--- src/rtl/mdarb_pkg.sv ---
// Shared state encoding, operation codes and owner ids for multdiv_arbiter.
package mdarb_pkg;

  typedef enum logic [1:0] {
    ST_IDLE  = 2'd0,
    ST_ISSUE = 2'd1,
    ST_WAIT  = 2'd2,
    ST_RESP  = 2'd3
  } state_e;

  localparam logic OP_MULT = 1'b0;
  localparam logic OP_DIV  = 1'b1;

  localparam logic OWNER_0 = 1'b0;
  localparam logic OWNER_1 = 1'b1;

endpackage

--- src/rtl/multdiv_arbiter_rr_arb2.sv ---
// Two-input round-robin picker: on contention the requester not granted last time wins.
module rr_arb2 (
  input  logic       valid0,
  input  logic       valid1,
  input  logic       last_grant,
  output logic [1:0] grant
);

  // NOTE: every always_comb output gets a default first so no path can infer a latch.
  always_comb begin
    grant = 2'b00;
    if (valid0 && valid1) grant = last_grant ? 2'b01 : 2'b10;
    else if (valid0)      grant = 2'b01;
    else if (valid1)      grant = 2'b10;
  end

endmodule

--- src/rtl/multdiv_arbiter.sv ---
// Shares one multiplier/divider between two requesters: round-robin accept, start pulse, guarded wait, held response.
// Optional abort on a stuck unit is enabled with `define MDARB_TIMEOUT_EN.
module multdiv_arbiter
  import mdarb_pkg::*;
#(
  parameter int TAG_W          = 5,
  parameter int GUARD_CYCLES   = 2,
  parameter int TIMEOUT_CYCLES = 64
) (
  input  logic             clock,
  input  logic             reset_n,
  input  logic             req0_valid,
  output logic             req0_ready,
  input  logic             req0_op,
  input  logic [31:0]      req0_a,
  input  logic [31:0]      req0_b,
  input  logic [TAG_W-1:0] req0_tag,
  input  logic             req1_valid,
  output logic             req1_ready,
  input  logic             req1_op,
  input  logic [31:0]      req1_a,
  input  logic [31:0]      req1_b,
  input  logic [TAG_W-1:0] req1_tag,
  output logic             rsp0_valid,
  input  logic             rsp0_ready,
  output logic [31:0]      rsp0_result,
  output logic             rsp0_exception,
  output logic [TAG_W-1:0] rsp0_tag,
  output logic             rsp1_valid,
  input  logic             rsp1_ready,
  output logic [31:0]      rsp1_result,
  output logic             rsp1_exception,
  output logic [TAG_W-1:0] rsp1_tag,
  output logic [31:0]      md_operandA,
  output logic [31:0]      md_operandB,
  output logic             md_ctrl_MULT,
  output logic             md_ctrl_DIV,
  input  logic [31:0]      md_result,
  input  logic             md_exception,
  input  logic             md_resultRDY,
  output logic             busy,
  output logic             timeout
);

  localparam int CNT_MAX = (GUARD_CYCLES > TIMEOUT_CYCLES) ? GUARD_CYCLES : TIMEOUT_CYCLES;
  localparam int CNT_W   = $clog2(CNT_MAX + 1);
  localparam logic [CNT_W-1:0] GUARD_C = CNT_W'(GUARD_CYCLES);
`ifdef MDARB_TIMEOUT_EN
  localparam logic [CNT_W-1:0] CNT_SAT = CNT_W'(TIMEOUT_CYCLES);
`else
  localparam logic [CNT_W-1:0] CNT_SAT = GUARD_C;
`endif

  state_e             state_q, state_d;
  logic               last_grant_q, last_grant_d;
  logic               op_q, op_d;
  logic [31:0]        a_q, a_d, b_q, b_d;
  logic [TAG_W-1:0]   tag_q, tag_d;
  logic               owner_q, owner_d;
  logic [CNT_W-1:0]   cnt_q, cnt_d;
  logic [31:0]        res_q, res_d;
  logic               exc_q, exc_d;
  logic               timeout_q, timeout_d;
  logic [1:0]         grant;

  rr_arb2 u_arb (
    .valid0     (req0_valid),
    .valid1     (req1_valid),
    .last_grant (last_grant_q),
    .grant      (grant)
  );

  // Ready is gated by reset_n so nothing handshakes while reset is asserted.
  assign req0_ready = reset_n && (state_q == ST_IDLE) && grant[0];
  assign req1_ready = reset_n && (state_q == ST_IDLE) && grant[1];

  always_comb begin
    state_d      = state_q;
    last_grant_d = last_grant_q;
    op_d         = op_q;
    a_d          = a_q;
    b_d          = b_q;
    tag_d        = tag_q;
    owner_d      = owner_q;
    cnt_d        = cnt_q;
    res_d        = res_q;
    exc_d        = exc_q;
    timeout_d    = 1'b0;
    case (state_q)
      ST_IDLE: begin
        if (req0_valid && req0_ready) begin
          op_d = req0_op; a_d = req0_a; b_d = req0_b; tag_d = req0_tag;
          owner_d = OWNER_0; last_grant_d = OWNER_0; state_d = ST_ISSUE;
        end else if (req1_valid && req1_ready) begin
          op_d = req1_op; a_d = req1_a; b_d = req1_b; tag_d = req1_tag;
          owner_d = OWNER_1; last_grant_d = OWNER_1; state_d = ST_ISSUE;
        end
      end
      ST_ISSUE: begin
        cnt_d   = '0;
        state_d = ST_WAIT;
      end
      ST_WAIT: begin
        // Ready seen during the guard window may be left over from an earlier or abandoned op.
        if ((cnt_q >= GUARD_C) && md_resultRDY) begin
          res_d   = md_result;
          exc_d   = md_exception;
          state_d = ST_RESP;
        end
`ifdef MDARB_TIMEOUT_EN
        else if (cnt_q == CNT_SAT) begin
          res_d     = '0;
          exc_d     = 1'b1;
          timeout_d = 1'b1;
          state_d   = ST_RESP;
        end
`endif
        else if (cnt_q != CNT_SAT) begin
          cnt_d = cnt_q + CNT_W'(1);
        end
      end
      ST_RESP: begin
        if ((owner_q == OWNER_0) ? rsp0_ready : rsp1_ready) state_d = ST_IDLE;
      end
      default: state_d = ST_IDLE;
    endcase
  end

  // NOTE: state uses non-blocking assignments so every flop samples pre-edge values.
  // Operand and response registers are reset too, since they drive outputs that must read 0 in reset.
  always_ff @(posedge clock or negedge reset_n) begin
    if (!reset_n) begin
      state_q      <= ST_IDLE;
      last_grant_q <= OWNER_1;
      op_q         <= OP_MULT;
      a_q          <= '0;
      b_q          <= '0;
      tag_q        <= '0;
      owner_q      <= OWNER_0;
      cnt_q        <= '0;
      res_q        <= '0;
      exc_q        <= 1'b0;
      timeout_q    <= 1'b0;
    end else begin
      state_q      <= state_d;
      last_grant_q <= last_grant_d;
      op_q         <= op_d;
      a_q          <= a_d;
      b_q          <= b_d;
      tag_q        <= tag_d;
      owner_q      <= owner_d;
      cnt_q        <= cnt_d;
      res_q        <= res_d;
      exc_q        <= exc_d;
      timeout_q    <= timeout_d;
    end
  end

  assign md_operandA  = a_q;
  assign md_operandB  = b_q;
  assign md_ctrl_MULT = (state_q == ST_ISSUE) && (op_q == OP_MULT);
  assign md_ctrl_DIV  = (state_q == ST_ISSUE) && (op_q == OP_DIV);
  assign busy         = (state_q != ST_IDLE);
  assign timeout      = timeout_q;

  // The non-owner port reads all zeros.
  assign rsp0_valid     = (state_q == ST_RESP) && (owner_q == OWNER_0);
  assign rsp1_valid     = (state_q == ST_RESP) && (owner_q == OWNER_1);
  assign rsp0_result    = rsp0_valid ? res_q : '0;
  assign rsp1_result    = rsp1_valid ? res_q : '0;
  assign rsp0_exception = rsp0_valid && exc_q;
  assign rsp1_exception = rsp1_valid && exc_q;
  assign rsp0_tag       = rsp0_valid ? tag_q : '0;
  assign rsp1_tag       = rsp1_valid ? tag_q : '0;

endmodule

--- config.mk ---
export PLATFORM = sky130hd
export DESIGN_NAME = multdiv_arbiter
export DESIGN_NICKNAME = d
export VERILOG_FILES = /design/src/rtl/mdarb_pkg.sv /design/src/rtl/multdiv_arbiter_rr_arb2.sv /design/src/rtl/multdiv_arbiter.sv
export SDC_FILE = /design/constraint.sdc
export NUM_CORES = 1
export LEC_CHECK = 0
export CAP_MARGIN = 20
export CORE_AREA = 2 2 126 128
export DETAILED_ROUTE_END_ITERATION = 8
export DIE_AREA = 0 0 128 130
export PLACE_DENSITY = 0.79
export SKIP_CTS_REPAIR_TIMING = 1
export SYNTH_ARGS = -nofsm -noshare
export SYNTH_HDL_FRONTEND = slang
export SYNTH_SLANG_ARGS = --single-unit
--- constraint.sdc ---
create_clock -name clock -period 6.1 [get_ports clock]
set_input_delay 1.83 -clock clock [delete_from_list [all_inputs] [get_ports clock]]
set_output_delay 1.83 -clock clock [all_outputs]
set_load 0.005 [all_outputs]
==> results of run 1 <==
## stage by stage
stage	utilization, %	instances	total power, uW	hold slack, ps
4_1_cts	63.6	1058	4150	481
2_1_floorplan	-	540	2000	446
3_5_place_dp	59.1	1026	3000	469
5_1_grt	63.7	1059	4390	500
3_3_place_gp	59.1	1025	2950	460
6_report	63.7	1059	4110	474
## registers in the layout (all words and copies together) (netlist names)
signal / count
md_operandA: 32
res_q: 32
owner_q: 1
op_q: 1
exc_q: 1
tag_q: 5
last_grant_q: 1
state_q: 2
cnt_q: 7
md_operandB: 32
## report_power, final
| group | switching, uW | internal [uW] | total, uW |
|---|---|---|---|
| combinational | 672 | 993 | 1670 |
| sequential | 215 | 1100 | 1320 |
| clock | 340 | 788 | 1130 |
## cell type report
type | instances | area share, %
clock buffers | 23 | 5.17
clock inverters | 9 | 1.76
inverters | 8 | 0.305
multi-input cells | 378 | 27.0
flip-flops and latches | 114 | 29.0
well taps | 192 | 2.44
repair buffers | 335 | 34.3
## logic make-up after synthesis
logic type	Yosys count	share of synthesized area (%)
buffers and inverters	48	3.50
AOI/OAI and AO/OA	82	8.16
other	1	0.0661
DFF	114	50.3
and+or+nand+nor	176	16.0
xor gates and xnor gates	3	0.463
muxes	109	20.0
adders and majority gates	7	1.54
## layout by cell type (no fill, tap or decap), types with 3 or more instances in the layout
cell type / n
buf_4: 7
nor2_1: 3
and3_1: 38
clkdlybuf4s50_1: 325
clkbuf_16: 17
clkbuf_8: 6
ha_1: 7
xnor2_1: 3
o21ai_0: 70
clkinv_2: 3
mux2_2: 34
nand2_1: 81
and2_1: 40
dfrtp_1: 113
inv_1: 8
bufinv_16: 5
nand4_1: 3
mux2i_1: 75
## worst paths after layout
path	to	slack, ps	depth (start not counted)
min in group asynchronous	res_q[10]	1310	1
setup reg to reg	md_operandB[2]	3410	7
hold / removal	md_operandA[20]	470	2
max in group asynchronous	md_operandB[18]	3710	2
hold reg to reg	md_operandA[20]	470	2
setup / recovery	req0_ready	1040	5
## worst register-to-register path: stages (launching register included)
cell and delay [ps]:
dfrtp_1 410, inv_1 110, ha_1 290, o2111ai_4 180, buf_4 540, buf_4 630, mux2i_1 310, o21ai_0 90
## routing by layer
layer	vias to the layer above	part of all wire [%]
met5	-	0
met1	2362	40
met2	222	48
met3	22	9.9
met4	0	2.0
li1	2498	-
==> summary.md, run 1 <==
| Metric | Value |
|---|---|
| Status | finished clean |
| Setup ws final | 1040 ps |
| Sequential cell area | 2850 sq um |
| Diodes inserted | 0 |
| WP buf/inv | 4 |
| Die H | 130 microns |
| Antenna-violating nets left | 0 |
| Clock Skews | 7.59 ps |
| CP Launch Point | req1_valid |
| Global-route wire length before repair | 26,900 microns |
| Minimum clock period | 5060 ps |
| Worst EP required | 4270 ps |
| Top cell type's share of synthesized area | 49.8% |
| Clock buffer depth | 2 |
| Num Clock Sinks | 114 |
| Synth top area cells | dfrtp_1 50%, mux2i_1 13%, mux2_2 6.7% |
| Commonest cells post-synth | 113 x dfrtp_1, 81 x nand2_1, 75 x mux2i_1 |
| Cell Area, Synth | 5680 sq um |
| FF+latch count, synth | 114 |
| Multi-input gate area | 2660 sq um |
| Count leader, synth | dfrtp_1 |
| Pre-Repair DR Iteration Count | 4 |
| Slew Limit Fails | 0 |
| Leak | 0.00471 uW |
| Pre-CTS WS | 1040 ps |
| Worst path max stage delay | 510 ps |
| P&R area growth vs syn | 73.2% |
| Post-synth EDFFs | 0 |
| Total GRT Usage | 20.9% |
| Final setup TNS | 0 ps |
| Routed via count | 5,104 |
| CTS buffer count | 17 |
| Iteration-0 DRC Markers | 170 |
| Startpoint types | input pin |
| Post-synthesis sequential area ratio | 50.3% |
| Final Setup Violations | 0 |
| Clock Latency Late Sink | 410 ps |
| F_max | 197 MHz |
| Vias per inst | 4.82 |
| Fillers | 1,273 |
| # IOs | 328 |
| Post-DP Area | 9120 sq um |
| Crit-path slowest cell | clkdlybuf4s50_1 |
| Power per cell area | 418 nW/um^2 |
| Hold path start | md_operandA[20] |
| Dominant synthesized flop cell | dfrtp_1 |
| TritonCTS clock tree | yes |
| Synth cell types | 35 |
| Max Fanout on Critical Path | 3 |
| IO buf count | 326 |
| Crit Path Class | in -> out |
| Fin. Hold Viols | 0 |
| RSZ-0062 raised after global routing | no |
| Post-Syn Area per Cell | 10.5 sq um |
| Top cell type by total area after synthesis | dfrtp_1 |
| Data arrival time of the critical path | 3230 ps |
| CP Cell Sequence | clkdlybuf4s50_1, inv_1, o2111ai_4, inv_1, clkdlybuf4s50_1 |
| Die Area | 16,600 sq um |
| Clock Root Buffer | clkbuf_16 |
| Gpl congestion | 0.771 |
| Reg2reg start | state_q[1] |
| Maximum VDD drop | 0.000204 V |
| Clk slew on worst S/H paths | 50 ps |
| Met1 usage in global routing | 25.1% |
| Met3 usage | 9.02% |
| Hold Path Class | reg -> reg |
| Final #Nets | 1,041 |
| Worst-Margin Slew | 784 ps |
| Horiz. Die Dim | 128 microns |
| GRT overflow | 0 |
| DRC Markers | 0 |
| Largest net degree at the start of global routing | 144 |
| Vias in the first global route | 4,935 |
| Met2 Usage GRT | 33.9% |
| Relative slew slack | 47.7% |
| Starting Density | 36.8% |
| Wire per inst | 16.6 microns |
| Total core area | 15,400 sq um |
| Design Area, Final | 9830 sq um |
| Tcrit/Tclk final | 83.0% |
| H-tree levels | 4 |
| Cell count after synthesis | 540 |
| Delay-heaviest family, CP | buffers and inverters |
| Warnings from Yosys | 0 |
| Gr busiest metal | met2 |
| Share of layout cells above drive strength 1 | 9.80% |
| FFs w/ async S/R, synth | 100% |
| Hpwl dp | 13,000 microns |
| Critical Path Sink Type | output port |
| # Max-Cap Violations | 0 |
| Std cell rows | 46 |
| Syn nets | 727 |
| WL final | 17,500 microns |
| Antenna violations before repair | 0 |
(Power assumes the default switching activity.)
==> inputs of run 2 (changes only) <==
CORE_AREA = unset   (was 2 2 126 128)
CORE_MARGIN = 2   (was unset)
CORE_UTILIZATION = 35   (was unset)
DIE_AREA = unset   (was 0 0 128 130)
PLACE_DENSITY = 0.78   (was 0.79)
clock period = 4.4 ns   (was 6.1 ns; I/O delays follow)
==> run 2 against run 1 <==
First-iteration DRC count down 30%. Combinational power up 37%. Critical path depth unchanged.
==> summary.md, run 2 (same netlist as run 1, synthesis figures left out) <==
| Metric | Value |
|---|---|
| Die Area | 17,300 sq um |
| Hold EP | md_operandA[28] |
| Reg2reg start | state_q[0] |
| Final setup TNS | 0 ps |
| Tcrit/Tclk final | 92.9% |
| Relative slew slack | 40.1% |
| IO buf count | 326 |
| Worst-Margin Slew | 899 ps |
| Crit Path Class | in -> out |
| R2R setup slack | 2180 ps |
| Global-route wire length before repair | 28,200 microns |
| Final Setup Violations | 0 |
| Gpl congestion | 0.761 |
| Largest net degree at the start of global routing | 143 |
| Delay-heaviest family, CP | buffers and inverters |
| Fin. Hold Viols | 0 |
| Diodes inserted | 0 |
| Clock buffer depth | 2 |
| Horiz. Die Dim | 131 microns |
| Hpwl dp | 13,000 microns |
| Multi-input gate area | 2660 sq um |
| Worst EP required | 3080 ps |
| Share of layout cells above drive strength 1 | 9.35% |
| Hold Path Class | reg -> reg |
| Routed via count | 5,135 |
| CTS buffer count | 17 |
| WL final | 17,500 microns |
| Power per cell area | 558 nW/um^2 |
| Reg-to-Reg End | res_q[28] |
| Wire per inst | 16.2 microns |
| Die H | 131 microns |
| Worst path max stage delay | 520 ps |
| Placed Cells incl. Taps | 1,050 |
| Hold path start | md_operandA[28] |
| P&R area growth vs syn | 71.3% |
| Data arrival time of the critical path | 2770 ps |
| # IOs | 328 |
| WHS Path Cells | 2 |
| FF-to-FF path depth | 6 |
| Total GRT Usage | 20.8% |
| Vias in the first global route | 5,233 |
| Minimum clock period | 4090 ps |
| Sequential cell area | 2850 sq um |
| Crit-path slowest cell | clkdlybuf4s50_1 |
| Startpoint types | input pin |
| Max Fanout on Critical Path | 3 |
| Cell Count, Final, Fillers Out | 1,082 |
| RSZ-0062 raised after global routing | no |
| Slew Limit Fails | 0 |
| Starting Density | 35.7% |
| Core Util, Final | 61.2% |
| DRC Markers | 0 |
| Pre-Repair DR Iteration Count | 6 |
| Maximum VDD drop | 0.000287 V |
| Clk slew on worst S/H paths | 50 ps |
| CP Cell Sequence | clkdlybuf4s50_1, inv_1, o2111ai_4, inv_1, clkdlybuf4s50_1 |
| Antenna-violating nets left | 0 |
| GRT overflow | 0 |
| H-tree levels | 4 |
| Clock Skews | 9.61 ps |
| Std cell rows | 46 |
| Status | finished clean |
| Hold Slack | 474 ps |
| Clock Latency Late Sink | 410 ps |
| Iteration-0 DRC Markers | 119 |
| Clock Root Buffer | clkbuf_16 |
| Vias per inst | 4.75 |
| Total core area | 15,900 sq um |
| Final #Nets | 1,040 |
| TritonCTS clock tree | yes |
| Antenna violations before repair | 0 |
| Num Clock Sinks | 114 |
| Most frequent cells in the layout | 325 x clkdlybuf4s50_1, 113 x dfrtp_1, 81 x nand2_1 |
| Fillers | 1,342 |
| # Max-Cap Violations | 0 |
| F_max | 245 MHz |
| Leak | 0.00464 uW |
| Critical Path Sink Type | output port |
| WP buf/inv | 4 |
| Most common cell after layout, fill and taps aside | clkdlybuf4s50_1 |
## run 2: final cells by class
| class | count | share of cell area, % |
|---|---|---|
| inverters | 8 | 0.309 |
| clock inverters | 11 | 1.16 |
| repair buffers | 334 | 34.4 |
| flip-flops and latches | 114 | 29.4 |
| clock buffers | 21 | 4.63 |
| multi-input cells | 378 | 27.3 |
| well taps | 216 | 2.78 |
## run 2: where the power goes
group	switching (uW)	total, uW	internal, uW
combinational	914	2280	1360
sequential	307	1840	1530
clock	473	1310	841
total	1690	5430	3730
## run 2: metal layers
layer	vias up	track usage [%]	wire, microns
met5	-	0	0
met4	0	6.88	249
met3	14	9.07	1590
met2	220	35.3	8640
met1	2410	23.4	7040
li1	2491	-	-
## run 2: worst min-delay path: stages (launching register included)
cell     delay (ps)
dfrtp_1         340
nand2_1          40
o21ai_0          60
## run 2: worst max path at each step
stage,from,endpoint,slack (ps),depth (start not counted)
detailed placement,req1_valid,req0_ready,300,5
global placement,req1_valid,req0_ready,320,5
floorplan,req1_valid,req0_ready,1000,5
global route,req1_valid,req0_ready,260,5
finish,req1_valid,req0_ready,310,5
CTS,req1_valid,req0_ready,290,5
## run 2: through the flow
stage / area, sq um / setup slack [ps] / power (uW)
6_report: 9720 / 311 / 5430
5_1_grt: 9720 / 257 / 5800
4_1_cts: 9720 / 291 / 5510
3_5_place_dp: 9160 / 304 / 4160
3_3_place_gp: 9160 / 322 / 4090
2_1_floorplan: 5680 / 1000 / 2770
